===== config.mk =====
export PLATFORM = sky130hd
export DESIGN_NAME = pwm_compare
export DESIGN_NICKNAME = d
export VERILOG_FILES = /design/src/rtl/pwm_compare.sv
export SDC_FILE = /design/constraint.sdc
export NUM_CORES = 1
export LEC_CHECK = 0
export CAP_MARGIN = 20
export CORE_MARGIN = 2
export CORE_UTILIZATION = 35
export CTS_CLUSTER_DIAMETER = 50
export DETAILED_ROUTE_END_ITERATION = 6
export DONT_BUFFER_PORTS = 1
export SYNTH_ARGS = -nofsm -noshare
export SYNTH_HDL_FRONTEND = slang
export SYNTH_SLANG_ARGS = --single-unit

===== constraint.sdc =====
create_clock -name clk -period 2 [get_ports clk]
set_input_delay 0.4 -clock clk [delete_from_list [all_inputs] [get_ports clk]]
set_output_delay 0.4 -clock clk [all_outputs]
set_load 0.03 [all_outputs]

===== src/rtl/pwm_compare.sv =====
// pwm_compare: turns the live count of a free-running up-counter into a
// registered PWM waveform. The duty value is double-buffered: writes land in
// a pending register and only reach the comparator at a counter wrap, so a
// period already under way is never cut short or stretched.
module pwm_compare #(
  parameter int N = 4,
  parameter int M = 8
) (
  input  logic         clk,
  input  logic         reset,
  input  logic [N-1:0] cnt,
  input  logic [N:0]   duty_in,
  input  logic         duty_wr,
  output logic         pwm_out,
  output logic         pending,
  output logic         period_done,
  output logic [M-1:0] periods
);

  logic [N-1:0] cnt_q;
  logic [N:0]   duty_act;
  logic [N:0]   duty_pend;
  logic [N:0]   duty_eff;
  logic         wrap;

  // A wrap is the count arriving at zero from a nonzero value, so a stalled
  // counter, or one parked at zero after reset, never looks like a new period.
  assign wrap = (cnt == '0) && (cnt_q != '0);

  // The first cycle of a new period already compares against the value being
  // committed, so the new duty covers the whole period from count zero.
  assign duty_eff = (wrap && pending) ? duty_pend : duty_act;

  // All state: previous count, duty double buffer, PWM compare, period pulse
  // and period counter. A write in the same cycle as a commit runs after it,
  // so the new value waits for the following wrap.
  always_ff @(posedge clk) begin
    if (reset) begin
      cnt_q       <= '0;
      duty_act    <= '0;
      duty_pend   <= '0;
      pending     <= 1'b0;
      pwm_out     <= 1'b0;
      period_done <= 1'b0;
      periods     <= '0;
    end else begin
      cnt_q       <= cnt;
      pwm_out     <= ({1'b0, cnt} < duty_eff);
      period_done <= wrap;
      if (wrap) begin
        periods <= periods + {{(M-1){1'b0}}, 1'b1};
      end
      if (wrap && pending) begin
        duty_act <= duty_pend;
        pending  <= 1'b0;
      end
      if (duty_wr) begin
        duty_pend <= duty_in;
        pending   <= 1'b1;
      end
    end
  end

endmodule


==> impl_metrics.yaml <==
floorplan:
  row_count: 19
  start_util_pct: 36.7
  fp.dieW_um: 57.5
  ios: 23
  die_area_mm2: 0.00331
  core_mm2: 0.00273
  die_y_um: 57.5
critical_path:
  cp-end-kind: "flop"
  reg2reg_from: "cnt_q[2]"
  rr_endpoint: "pwm_out"
  worstPathCellList: "or4_4, nand3_4, mux2i_2, ha_1, nand3_2, a21oi_1, mux2_2, o22ai_2"
  cp.arrival_ns: 2.40
  cp_slowest_cell: "or4_4"
  timing_worst_setup_path_type: "reg -> reg"
  cpPeakStageDelay_ns: 0.55
  rr_worst_depth: 8
  reg2reg_slack_ns: -0.13
  critical_path.max_fanout: 5
  critPathRequiredTime_ns: 2.27
  start_kind: "flop"
power:
  p_comb_share_pct: 6.7
  p_clk_share_pct: 28.9
  intPower_uw: 619
  p_leak_nw: 0.475
  swShare_pct: 24.2
  switching_power_uw: 198
  power.density_mw_per_mm2: 676
  pwr-share-seq_pct: 64.4
  irDropWorstVdd_mv: 0.523
clock_network:
  clkTransAtPathRegs_ns: 0.14
  h-tree-depth: 1
  cts_buffer_depth: 2
  clkLatencyLatePin_ns: 0.33
  cts_tree: "done"
  clock_sinks: 25
  numCtsBuffers: 3
  ctsRootBufferMaster: "clkbuf_4"
  cts_hold_buf: 0
sta:
  final.setup_skew_ns: 0.00699
  setup_ws_ns: -0.126
  hold_slack_ns: 0.112
  max-slew-margin-rel_pct: 72.4
  finalCriticalPeriod_ns: 2.13
  setup_viol: 1
  final_hold_viol_count: 0
  max_freq_mhz: 470
  rsz0062_at_grt: "yes"
  finalCritPeriodShare_pct: 106
  drv_slew: 0
  tightest_slew_ns: 0.413
routing:
  wl_um: 2000
  drt_iter0_drc: 20
  wl_per_cell_um: 13.5
  ant_nets: 0
  vias: 770
  dr.pass1.iters: 4
  drc: 0
  viasPerCell: 5.20
synthesis:
  synth-seq-area-share_pct: 49.9
  synthDistinctLibCells: 22
  yosys.area.top_type: "dfxtp_1"
  syn_area_mm2: 0.00100
  synth_edf_count: 0
  netlist_top_cells_area: "dfxtp_1, mux2i_1, nor2_1, ha_1, xnor2_1"
  ys_ff_latch: 25
  syn_area_per_cell_um2: 9.54
  syn_inst: 105
  ys.flop_type: "dfxtp_1"
  synth_top_area_share_pct: 49.9
  synth-async-reset-ratio_pct: 0
  syn-num-nets: 121
  yosys_warnings: 0
worst_hold_path:
  min_path_type: "in -> reg"
  min_from: "reset"
  whs_endpoint: "cnt_q[2]"
  hold_depth: 1
global_routing:
  grtUsageMet1_pct: 14.4
  grt-busiest-layer: "met2"
  grt.overflow.total: 0
  met2_usage_pct: 21.1
  grt_util_all_layers_pct: 12.2
  grt_pass1_wl_um: 3190
  grt_max_degree: 27
  grtUsageMet3_pct: 5.22
  antenna_found_initial: 0
  grt_pass1_vias: 781
finish:
  layout.nets: 134
  area_growth_pct: 20.6
  fin_area_mm2: 0.00121
  final_cells: 148
  drive_above_1_share_pct: 25.6
  diodes: 0
placement:
  place.gp.congestion: 0.820
  placed_area_mm2: 0.00112
  port_buffers: 0
  dp_hpwl_um: 1440
  place_inst: 142
  dp_worst_setup_slack_ns: -0.133
run_status:
  status: "finished with violations"
  violations: "setup timing"
job:
  max_cap_violations: 0
through the flow:
step | power (mW) | util (%) | setup TNS [ns]
2_1_floorplan | 0.580 | - | -0.0217
3_3_place_gp | 0.584 | 41.0 | -0.0701
3_5_place_dp | 0.585 | 41.0 | -0.133
4_1_cts | 0.822 | 43.0 | -0.138
5_1_grt | 0.848 | 44.2 | -0.201
6_report | 0.817 | 44.2 | -0.126
what timing repair did:
item                                    CTS  global route
endpoints found under the setup margin    1             1
pin swaps                                 3             5
setup buffers                             2             0
gates resized for setup                   3             6
registers in the layout (all words and copies together), names as in the netlist:
| name | flops |
|---|---|
| duty_pend | 5 |
| cnt_q | 4 |
| duty_act | 5 |
| pwm_out | 1 |
| period_done | 1 |
| periods | 8 |
| pending | 1 |
power by group through the flow:
stage                     clock [mW]  combinational [mW]  sequential, mW
after CTS                      0.245              0.0511           0.526
after detailed placement           0              0.0490           0.536
after global routing           0.259              0.0615           0.528
final                          0.236              0.0548           0.526
after floorplan                    0              0.0428           0.537
after global placement             0              0.0474           0.537
critical path: cells and delay by family, from the launching register on:
kind	cells	cell delay [ns]
compound gates	2	0.12
flops	1	0.35
mux	2	0.52
simple gates	3	0.78
fa+ha+maj	1	0.30
cell families after synthesis:
logic type,Yosys count,synth area share [%]
and+or+nand+nor,47,22.5
DFF,25,49.9
muxes,12,12.1
xor gates and xnor gates,6,5.24
buffers and inverters,6,2.37
AOI/OAI and AO/OA,5,2.87
adders and majority gates,4,4.99
Yosys cell counts (2+ instances only):
| cell type | instances |
|---|---|
| dfxtp_1 | 25 |
| nor2_1 | 21 |
| mux2i_1 | 11 |
| nand3_1 | 6 |
| nand2_1 | 5 |
| nor4_1 | 5 |
| xnor2_1 | 5 |
| clkbuf_1 | 4 |
| ha_1 | 4 |
| a21oi_1 | 3 |
| nor2b_1 | 3 |
| nor3_1 | 2 |
| or4_1 | 2 |
worst max-delay path by stage:
stage | from | endpoint | cells past startpoint
5_1_grt | cnt_q[2] | pwm_out | 8
3_5_place_dp | cnt_q[2] | pwm_out | 8
6_report | cnt_q[2] | pwm_out | 8
3_3_place_gp | cnt_q[2] | pwm_out | 8
4_1_cts | cnt_q[1] | pwm_out | 8
2_1_floorplan | cnt_q[2] | pwm_out | 8
layout make-up:
class | instances | area [um2]
Fill cell | 259 | 1530
Clock inverter | 1 | 7.51
Timing Repair Buffer | 13 | 97.6
Tap cell | 31 | 38.8
Sequential cell | 25 | 503
Multi-Input combinational cell | 74 | 536
Inverter | 1 | 3.75
Clock buffer | 3 | 22.5
cell usage in the layout, fill, tap and decap left out:
cell / count
buf_4: 13
nand3_2: 1
nand4_1: 1
clkinvlp_4: 1
ha_1: 3
or3_1: 1
mux2i_1: 8
or4_4: 1
or4_1: 1
nor4_1: 4
nand2_1: 5
mux2i_2: 3
dfxtp_2: 2
dfxtp_1: 23
nand3_1: 5
nor3_1: 2
a21oi_1: 3
nand3_4: 1
mux2_2: 1
nor2b_1: 3
a211oi_2: 1
inv_1: 1
o22ai_2: 1
xnor2_1: 5
nor2_1: 21
clkbuf_4: 3
ha_4: 1
xor2_1: 1
nor4_2: 1
layer usage:
layer / up-vias / wire length (um)
li1: 387 / -
met1: 362 / 845
met2: 19 / 1010
met3: 2 / 139
met4: 0 / 8
met5: - / 0
Note: power is estimated with default switching activity, not from simulation.
